[config.mk]
export PLATFORM = sky130hd
export DESIGN_NAME = hopsel_kernel
export DESIGN_NICKNAME = d
export VERILOG_FILES = /design/src/rtl/bt_hop_pkg.sv /design/src/rtl/hop_perm.sv /design/src/rtl/hopsel_kernel.sv
export SDC_FILE = /design/constraint.sdc
export NUM_CORES = 1
export LEC_CHECK = 0
export CAP_MARGIN = 20
export CORE_UTILIZATION = 45
export CTS_BUF_LIST = sky130_fd_sc_hd__clkbuf_16
export CTS_CLUSTER_SIZE = 20
export DETAILED_ROUTE_END_ITERATION = 12
export PLACE_DENSITY = 0.71
export REMOVE_ABC_BUFFERS = 1
export SLEW_MARGIN = 20
export SYNTH_ARGS = -nofsm -noshare
export SYNTH_HDL_FRONTEND = slang
export SYNTH_SLANG_ARGS = --single-unit
[constraint.sdc]
create_clock -name clk_6M -period 6.5 [get_ports clk_6M]
set_clock_uncertainty 0.15 [all_clocks]
set_input_delay 1.3 -clock clk_6M [delete_from_list [all_inputs] [get_ports clk_6M]]
set_output_delay 1.3 -clock clk_6M [all_outputs]
set_load 0.02 [all_outputs]
[src/rtl/bt_hop_pkg.sv]
// Shared constants, FSM states, butterfly table and channel mapping for the hop selection kernel.
package bt_hop_pkg;

    localparam int unsigned NUM_CH    = 79;
    localparam int unsigned HALF_CH   = 40;
    localparam int unsigned AFH_N_MIN = 20;
    localparam int unsigned AFH_N_MAX = 79;
    localparam int unsigned NUM_BFLY  = 14;

    typedef enum logic [2:0] {
        IDLE,
        PERM,
        MODB,
        CHK,
        MODA,
        SCAN,
        DONE
    } hop_state_t;

    // Hop control word captured at start_p.
    typedef struct packed {
        logic [4:0] x;
        logic       y1;
        logic [5:0] y2;
        logic [4:0] a;
        logic [3:0] b;
        logic [4:0] c;
        logic [8:0] d;
        logic [6:0] e;
        logic [6:0] f;
        logic [6:0] fp;
    } hop_word_t;

    // Butterfly i swaps Z bits BFLY_LO[i] and BFLY_HI[i].
    localparam int unsigned BFLY_LO [NUM_BFLY] = '{0, 2, 1, 3, 0, 1, 0, 3, 1, 0, 2, 1, 0, 1};
    localparam int unsigned BFLY_HI [NUM_BFLY] = '{1, 3, 2, 4, 4, 3, 2, 4, 4, 3, 4, 3, 3, 2};

    // Even-then-odd index to RF channel: k < 40 -> 2k, else 2(k-40)+1.
    function automatic logic [6:0] ch_of_idx(input logic [6:0] k);
        if (k < 7'(HALF_CH))
            return 7'(k << 1);
        else
            return 7'(((k - 7'(HALF_CH)) << 1) | 7'd1);
    endfunction

endpackage

[src/rtl/hop_perm.sv]
// Combinational 14-stage butterfly permutation of the 5-bit Z word, P13 applied first.
module hop_perm
    import bt_hop_pkg::BFLY_LO;
    import bt_hop_pkg::BFLY_HI;
    import bt_hop_pkg::NUM_BFLY;
(
    input  logic [4:0]  Z,
    input  logic [13:0] P,
    output logic [4:0]  PERM
);

    logic [4:0] v;
    logic [2:0] lo;
    logic [2:0] hi;
    logic       t;

    always_comb begin
        v  = Z;
        lo = 3'd0;
        hi = 3'd0;
        t  = 1'b0;
        for (int i = int'(NUM_BFLY) - 1; i >= 0; i--) begin
            lo = 3'(BFLY_LO[i]);
            hi = 3'(BFLY_HI[i]);
            if (P[i]) begin
                t     = v[lo];
                v[lo] = v[hi];
                v[hi] = t;
            end
        end
    end

    assign PERM = v;

endmodule

[src/rtl/hopsel_kernel.sv]
// Hop selection kernel: permutation, mod-79 reduction and optional adaptive remap to one RF channel.
module hopsel_kernel
    import bt_hop_pkg::*;
(
    input  logic        clk_6M,
    input  logic        rstz,
    input  logic        start_p,
    input  logic        afh_en,
    input  logic [4:0]  X,
    input  logic        Y1,
    input  logic [5:0]  Y2,
    input  logic [4:0]  A,
    input  logic [3:0]  B,
    input  logic [4:0]  C,
    input  logic [8:0]  D,
    input  logic [6:0]  E,
    input  logic [6:0]  F,
    input  logic [6:0]  Fprime,
    input  logic [6:0]  regi_AFH_N,
    input  logic [78:0] afh_chmap,
    output logic        busy,
    output logic        done_p,
    output logic [6:0]  channel,
    output logic        afh_remapped,
    output logic        afh_err
);

    hop_state_t        state, state_nx;
    hop_word_t         hw_q;
    logic              afh_en_q;
    logic [NUM_CH-1:0] chmap_q;
    logic [6:0]        n_q;

    logic [4:0]  z_c;
    logic [13:0] p_c;
    logic [4:0]  perm_c;
    logic [4:0]  perm_q;
    logic [8:0]  s_q;
    logic [8:0]  sa_q;
    logic [6:0]  basic_q;
    logic [6:0]  pos_q;
    logic [6:0]  cnt_q;

    logic [6:0]  chk_ch_c;
    logic [6:0]  scan_ch_c;
    logic [6:0]  fin_ch_c;
    logic        fin_remap_c;
    logic        fin_err_c;
    logic        n_ok_c;
    logic        scan_used_c;

    assign z_c         = (hw_q.x + hw_q.a) ^ {1'b0, hw_q.b};
    assign p_c         = {hw_q.d, hw_q.c ^ {5{hw_q.y1}}};
    assign chk_ch_c    = ch_of_idx(s_q[6:0]);
    assign scan_ch_c   = ch_of_idx(pos_q);
    assign scan_used_c = chmap_q[scan_ch_c];
    assign n_ok_c      = (n_q >= 7'(AFH_N_MIN)) && (n_q <= 7'(AFH_N_MAX));

    hop_perm u_perm (
        .Z    (z_c),
        .P    (p_c),
        .PERM (perm_c)
    );

    // State register.
    always_ff @(posedge clk_6M or negedge rstz) begin
        if (!rstz) state <= IDLE;
        else       state <= state_nx;
    end

    // Next state and the result presented at done_p.
    always_comb begin
        state_nx    = state;
        fin_ch_c    = basic_q;
        fin_remap_c = 1'b0;
        fin_err_c   = 1'b0;
        case (state)
            IDLE: if (start_p) state_nx = PERM;
            PERM: state_nx = MODB;
            MODB: if (s_q < 9'(NUM_CH)) state_nx = CHK;
            CHK: begin
                fin_ch_c = chk_ch_c;
                if (!afh_en_q || chmap_q[chk_ch_c]) begin
                    state_nx = DONE;
                end else if (!n_ok_c) begin
                    fin_err_c = 1'b1;
                    state_nx  = DONE;
                end else begin
                    state_nx = MODA;
                end
            end
            MODA: if (sa_q < 9'(n_q)) state_nx = SCAN;
            SCAN: begin
                if (scan_used_c && (cnt_q == 7'(sa_q))) begin
                    fin_ch_c    = scan_ch_c;
                    fin_remap_c = 1'b1;
                    state_nx    = DONE;
                end else if (pos_q == 7'(NUM_CH - 1)) begin
                    fin_err_c = 1'b1;
                    state_nx  = DONE;
                end
            end
            DONE:    state_nx = IDLE;
            default: state_nx = IDLE;
        endcase
    end

    // Captured inputs and working registers.
    always_ff @(posedge clk_6M or negedge rstz) begin
        if (!rstz) begin
            hw_q     <= '0;
            afh_en_q <= 1'b0;
            chmap_q  <= '0;
            n_q      <= '0;
            perm_q   <= '0;
            s_q      <= '0;
            sa_q     <= '0;
            basic_q  <= '0;
            pos_q    <= '0;
            cnt_q    <= '0;
        end else begin
            case (state)
                IDLE: begin
                    if (start_p) begin
                        hw_q     <= '{x: X, y1: Y1, y2: Y2, a: A, b: B, c: C,
                                      d: D, e: E, f: F, fp: Fprime};
                        afh_en_q <= afh_en;
                        chmap_q  <= afh_chmap;
                        n_q      <= regi_AFH_N;
                    end
                end
                PERM: begin
                    perm_q <= perm_c;
                    s_q    <= 9'(perm_c) + 9'(hw_q.e) + 9'(hw_q.f) + 9'(hw_q.y2);
                end
                MODB: if (s_q >= 9'(NUM_CH)) s_q <= s_q - 9'(NUM_CH);
                CHK: begin
                    basic_q <= chk_ch_c;
                    sa_q    <= 9'(perm_q) + 9'(hw_q.e) + 9'(hw_q.fp) + 9'(hw_q.y2);
                end
                MODA: begin
                    pos_q <= '0;
                    cnt_q <= '0;
                    if (sa_q >= 9'(n_q)) sa_q <= sa_q - 9'(n_q);
                end
                SCAN: begin
                    pos_q <= pos_q + 7'd1;
                    if (scan_used_c) cnt_q <= cnt_q + 7'd1;
                end
                default: ;
            endcase
        end
    end

    // Registered outputs; the result lands together with done_p.
    always_ff @(posedge clk_6M or negedge rstz) begin
        if (!rstz) begin
            busy         <= 1'b0;
            done_p       <= 1'b0;
            channel      <= '0;
            afh_remapped <= 1'b0;
            afh_err      <= 1'b0;
        end else begin
            busy   <= (state_nx != IDLE);
            done_p <= (state_nx == DONE);
            if (state_nx == DONE) begin
                channel      <= fin_ch_c;
                afh_remapped <= fin_remap_c;
                afh_err      <= fin_err_c;
            end
        end
    end

endmodule

==> impl_results.html <==
<table>
<tr><th>Metric</th><th>Value</th></tr>
<tr><th colspan="2">Place</th></tr>
<tr><td>Global placer's final weighted congestion</td><td>roughly 0.88</td></tr>
<tr><td>Placed wire-length estimate after detailed placement</td><td>just over 20,000 µm</td></tr>
<tr><td>I/O Buffers</td><td>between 150 and 200</td></tr>
<tr><th colspan="2">Detailed routing</th></tr>
<tr><td>Antenna-violating nets left</td><td>0</td></tr>
<tr><td>DR WL/cell</td><td>18.52 µm</td></tr>
<tr><td>DRC Markers</td><td>0</td></tr>
<tr><td>Initial DRC count</td><td>approximately 660</td></tr>
<tr><td>Router iterations before antenna repair</td><td>7</td></tr>
<tr><td>Routed via count divided by cell count</td><td>around 5.7</td></tr>
<tr><td>Vias</td><td>8,854</td></tr>
<tr><td>Detailed Route WL</td><td>28,880 µm</td></tr>
<tr><th colspan="2">Min path</th></tr>
<tr><td>Startpoint of the worst hold path</td><td>basic_q[4]$_DFFE_PN0P_</td></tr>
<tr><td>Classification of the worst-slack hold path</td><td>reg -&gt; reg</td></tr>
<tr><td>End of the worst hold path</td><td>basic_q[4]$_DFFE_PN0P_</td></tr>
<tr><td>Number of cells on the worst hold path</td><td>2</td></tr>
<tr><th colspan="2">Clock network</th></tr>
<tr><td>TritonCTS Sinks</td><td>about 200</td></tr>
<tr><td>Max clock buf depth</td><td>3</td></tr>
<tr><td>Clock latency at the later pin of the worst-skew pair</td><td>0.51 ns</td></tr>
<tr><td>Number of clock buffers inserted by TritonCTS</td><td>23</td></tr>
<tr><td>Post-cts gate resize count</td><td>0</td></tr>
<tr><td>Post-CTS repair timing setup buffer count</td><td>0</td></tr>
<tr><td>Hold buffer count at cts</td><td>0</td></tr>
<tr><td>Clock-pin slew on the worst setup and hold paths</td><td>0.06 ns</td></tr>
<tr><td># H-tree levels</td><td>1</td></tr>
<tr><td>Clock Root Buffer</td><td>sky130_fd_sc_hd__clkbuf_16</td></tr>
<tr><td>TritonCTS clock tree</td><td>done</td></tr>
<tr><th colspan="2">Pwr</th></tr>
<tr><td>Power per cell area</td><td>667.0 nW/µm²</td></tr>
<tr><td>Switching power</td><td>between 4 and 5 mW</td></tr>
<tr><td>Power after layout</td><td>9.713 mW</td></tr>
<tr><td>Design internal power</td><td>5.616 mW</td></tr>
<tr><td>Register share of total power</td><td>25.2%</td></tr>
<tr><td>Relative contribution of combinational cells to total power</td><td>between 60 and 70%</td></tr>
<tr><td>Share of total power in the clock network</td><td>~14%</td></tr>
<tr><td>Peak ir drop on the vdd network</td><td>around 0.00057 V</td></tr>
<tr><td>Switching share of power</td><td>42.18%</td></tr>
<tr><td>Leakage</td><td>6.128 nW</td></tr>
<tr><th colspan="2">Synth</th></tr>
<tr><td>Synthesized flop and latch total</td><td>201</td></tr>
<tr><td>Netlist Area Pre-Place</td><td>about 12,000 µm²</td></tr>
<tr><td>Adder and majority gate portion of the synthesized area</td><td>8.631%</td></tr>
<tr><td>Fraction of the mapped netlist area in compound gates</td><td>about an eighth</td></tr>
<tr><td>Main synth FF type</td><td>sky130_fd_sc_hd__dfrtp_1</td></tr>
<tr><td>Main combinational cell family by area after synthesis</td><td>multiplexers</td></tr>
<tr><td>Mapped Cells</td><td>approximately 1,100</td></tr>
<tr><td>Synthesis warning total</td><td>0</td></tr>
<tr><td>Share of cell area taken by muxes after synthesis</td><td>about a fifth</td></tr>
<tr><td>Post-synth cell types</td><td>approximately 80</td></tr>
<tr><td>XOR/XNOR Fraction of Synth Area</td><td>about 2.8%</td></tr>
<tr><td>Share of the yosys chip area belonging to registers</td><td>a little over two fifths</td></tr>
<tr><td>Proportion of register bits with asynchronous set or reset after synthesis</td><td>100.0%</td></tr>
<tr><td>Syn avg cell area</td><td>11.12 µm²</td></tr>
<tr><td>Post-Synth Simple-Gate Area</td><td>about a tenth</td></tr>
<tr><td>Number of enable flip-flop cells after synthesis</td><td>0</td></tr>
<tr><th colspan="2">Worst setup path</th></tr>
<tr><td>CP Data Arrival Time</td><td>5.53 ns</td></tr>
<tr><td>Kind of capture point of the worst setup path</td><td>flip-flop</td></tr>
<tr><td>Path type of the worst setup path</td><td>reg -&gt; reg</td></tr>
<tr><td>RR Endpoint</td><td>s_q[6]$_DFFE_PN0P_</td></tr>
<tr><td>Maximum fanout along the worst path</td><td>4</td></tr>
<tr><td>Critical register-to-register path startpoint</td><td>hw_q[39]$_DFFE_PN0P_</td></tr>
<tr><td>Worst setup SP type</td><td>flip-flop</td></tr>
<tr><td>WP data required</td><td>approximately 6.7 ns</td></tr>
<tr><td>Setup slack of the most critical reg-to-reg path</td><td>1.19 ns</td></tr>
<tr><td>Depth of the worst register-to-register path</td><td>21</td></tr>
<tr><th colspan="2">GRT</th></tr>
<tr><td>Pin count of the biggest net entering global routing</td><td>106</td></tr>
<tr><td>Number of antenna violations at the first check in global routing</td><td>0</td></tr>
<tr><td>Overflow after GRT</td><td>0</td></tr>
<tr><td>Total routing usage reported by global routing</td><td>21.88%</td></tr>
<tr><td>Wire length of the first global-routing pass</td><td>~47,000 µm</td></tr>
<tr><td>Vias in the first global route</td><td>between 8,000 and 9,000</td></tr>
<tr><th colspan="2">Floorplan</th></tr>
<tr><td>Core region area</td><td>26,060 µm²</td></tr>
<tr><td>Floorplan die width</td><td>approximately 170 µm</td></tr>
<tr><td>Initial Util</td><td>~46%</td></tr>
<tr><td>Number of placement rows</td><td>59</td></tr>
<tr><td>Die Outline Area</td><td>27,260 µm²</td></tr>
<tr><td>Die extent in y</td><td>~170 µm</td></tr>
<tr><td>Top-level I/O count</td><td>around 160</td></tr>
<tr><th colspan="2">Final layout</th></tr>
<tr><td>Nets</td><td>about 1,400</td></tr>
<tr><td>Share of post-route cells with drive strength above 1</td><td>between 10% and 20%</td></tr>
<tr><td>Most frequent cells in the layout</td><td>201 x sky130_fd_sc_hd__dfrtp_1, 155 x sky130_fd_sc_hd__clkdlybuf4s50_1, 135 x sky130_fd_sc_hd__mux2_2, 96 x sky130_fd_sc_hd__nand2_1, 62 x sky130_fd_sc_hd__o21ai_0</td></tr>
<tr><td>Most common cell after layout, fill and taps aside</td><td>sky130_fd_sc_hd__dfrtp_1</td></tr>
<tr><td>Antenna diodes</td><td>0</td></tr>
<tr><td>Area growth from synthesis to layout</td><td>21.61%</td></tr>
<tr><th colspan="2">Job</th></tr>
<tr><td>Maxcap violations</td><td>0</td></tr>
<tr><th colspan="2">STA</th></tr>
<tr><td>TNS Setup</td><td>0 ns</td></tr>
<tr><td>Number of failing hold endpoints at the final stage</td><td>0</td></tr>
<tr><td>Highest clock frequency the design can meet</td><td>0.1883 GHz</td></tr>
<tr><td>Relative slew slack</td><td>between 20% and 30%</td></tr>
<tr><td>Count of pins over their slew limit</td><td>0</td></tr>
<tr><td>Setup repair after global routing missed its margin</td><td>false</td></tr>
<tr><td>Final setup violation count</td><td>0</td></tr>
<tr><td>Least-Margin Pin Slew</td><td>about 1.1 ns</td></tr>
<tr><td>Share of the cycle needed by the critical path after routing</td><td>81.71%</td></tr>
<tr><td>Post-layout min period</td><td>between 5 and 6 ns</td></tr>
<tr><th colspan="2">Status</th></tr>
<tr><td>Status</td><td>finished clean</td></tr>
</table>
state kept, by name, summed over array words and instances (netlist names):
register	flops
busy	1
done_p	1
cnt_q	7
afh_en_q	1
perm_q	5
basic_q	7
chmap_q	79
hw_q	56
channel	7
s_q	9
afh_remapped	1
pos_q	7
sa_q	9
afh_err	1
n_q	7
state	3
per-stage QoR:
step	setup slack [ns]	instance area (µm²)	cells	hold slack [ns]	util, %
after floorplan	-11.51	11730	1019	0.2873	-
after global placement	1.290	13790	1519	0.3028	52.90
after detailed placement	1.171	13790	1519	0.3115	52.90
after CTS	1.176	14560	1559	0.3256	55.86
after global routing	0.6949	14560	1559	0.3555	55.88
final	1.189	14560	1559	0.3260	55.88
worst max path at each step:
stage | slack [ns] | startpoint | cells past startpoint | end
2_1_floorplan | -11.51 | start_p | 2 | afh_en_q$_DFFE_PN0P_
3_3_place_gp | 1.29 | hw_q[39]$_DFFE_PN0P_ | 22 | s_q[8]$_DFFE_PN0P_
3_5_place_dp | 1.17 | hw_q[39]$_DFFE_PN0P_ | 22 | s_q[8]$_DFFE_PN0P_
4_1_cts | 1.18 | hw_q[39]$_DFFE_PN0P_ | 22 | s_q[8]$_DFFE_PN0P_
5_1_grt | 0.69 | hw_q[39]$_DFFE_PN0P_ | 22 | s_q[8]$_DFFE_PN0P_
6_report | 1.19 | hw_q[39]$_DFFE_PN0P_ | 21 | s_q[6]$_DFFE_PN0P_
final cells by class:
type	instances	area (µm²)
flip-flops and latches	201	5030
clock buffers	23	575.6
fillers	2241	11500
well taps	335	419.2
clock inverters	17	196.4
multi-input cells	764	6505
inverters	54	202.7
repair buffers	165	1633
per-layer routing:
metal | share of wire [%] | track usage, % | up-vias | routed length (µm)
li1 | - | - | 4159 | -
met1 | 45 | 31.29 | 4421 | 12980
met2 | 47 | 35.13 | 234 | 13680
met3 | 5.8 | 3.047 | 40 | 1672
met4 | 1.9 | 5.171 | 0 | 547
met5 | 0 | 0 | - | 0
cell usage after synthesis, drive strengths merged (10+ instances only):
library cell  number  area, µm²
and2              10      62.56
buf               14      83.83
xor2              15      131.4
nor2              46      182.7
o21ai             63      315.3
nor3              11      55.05
a31oi             13      81.33
o22ai             13      81.33
ha                41      513.0
xnor2             21      183.9
a211oi            10      75.07
mux4              29      668.1
nand2             97      366.6
mux2i             24      240.2
nand3             18      102.6
clkbuf            44      165.2
inv               53      198.9
a21o              17      127.6
fa                26      520.5
a21oi             40      200.2
nor2b             13      83.83
dfrtp            201       5030
mux2             139       1565
kinds of logic after synthesis:
logic type	Yosys count
compound gates	222
xor+xnor	37
fa+ha+maj	67
buf+inv	112
flops	201
mux	192
simple gates	246
critical path, stage by stage (launching register included):
cell	delay, ns
sky130_fd_sc_hd__dfrtp_1	0.37
sky130_fd_sc_hd__ha_1	0.23
sky130_fd_sc_hd__fa_1	0.40
sky130_fd_sc_hd__a21o_1	0.19
sky130_fd_sc_hd__a21oi_1	0.16
sky130_fd_sc_hd__xnor2_1	0.11
sky130_fd_sc_hd__o21ai_0	0.26
sky130_fd_sc_hd__a22oi_1	0.17
sky130_fd_sc_hd__a21o_1	0.23
sky130_fd_sc_hd__o221a_2	0.26
sky130_fd_sc_hd__a211oi_1	0.41
sky130_fd_sc_hd__o22ai_1	0.22
sky130_fd_sc_hd__fa_1	0.53
sky130_fd_sc_hd__ha_1	0.30
sky130_fd_sc_hd__a21o_1	0.17
sky130_fd_sc_hd__a21o_1	0.19
sky130_fd_sc_hd__a21o_1	0.17
sky130_fd_sc_hd__a21oi_1	0.21
sky130_fd_sc_hd__xnor2_1	0.14
sky130_fd_sc_hd__nor2_1	0.05
sky130_fd_sc_hd__a31oi_1	0.16
sky130_fd_sc_hd__o22ai_1	0.09
power groups by stage:
stage	Sequential (mW)	Combinational (mW)	Clock, mW
after floorplan	2.32	4.68	0
after global placement	2.43	5.76	0
after detailed placement	2.46	5.87	0
after CTS	2.44	5.93	1.37
after global routing	2.54	6.63	1.42
final	2.45	5.92	1.34
Power figures use the tool's default switching activity.
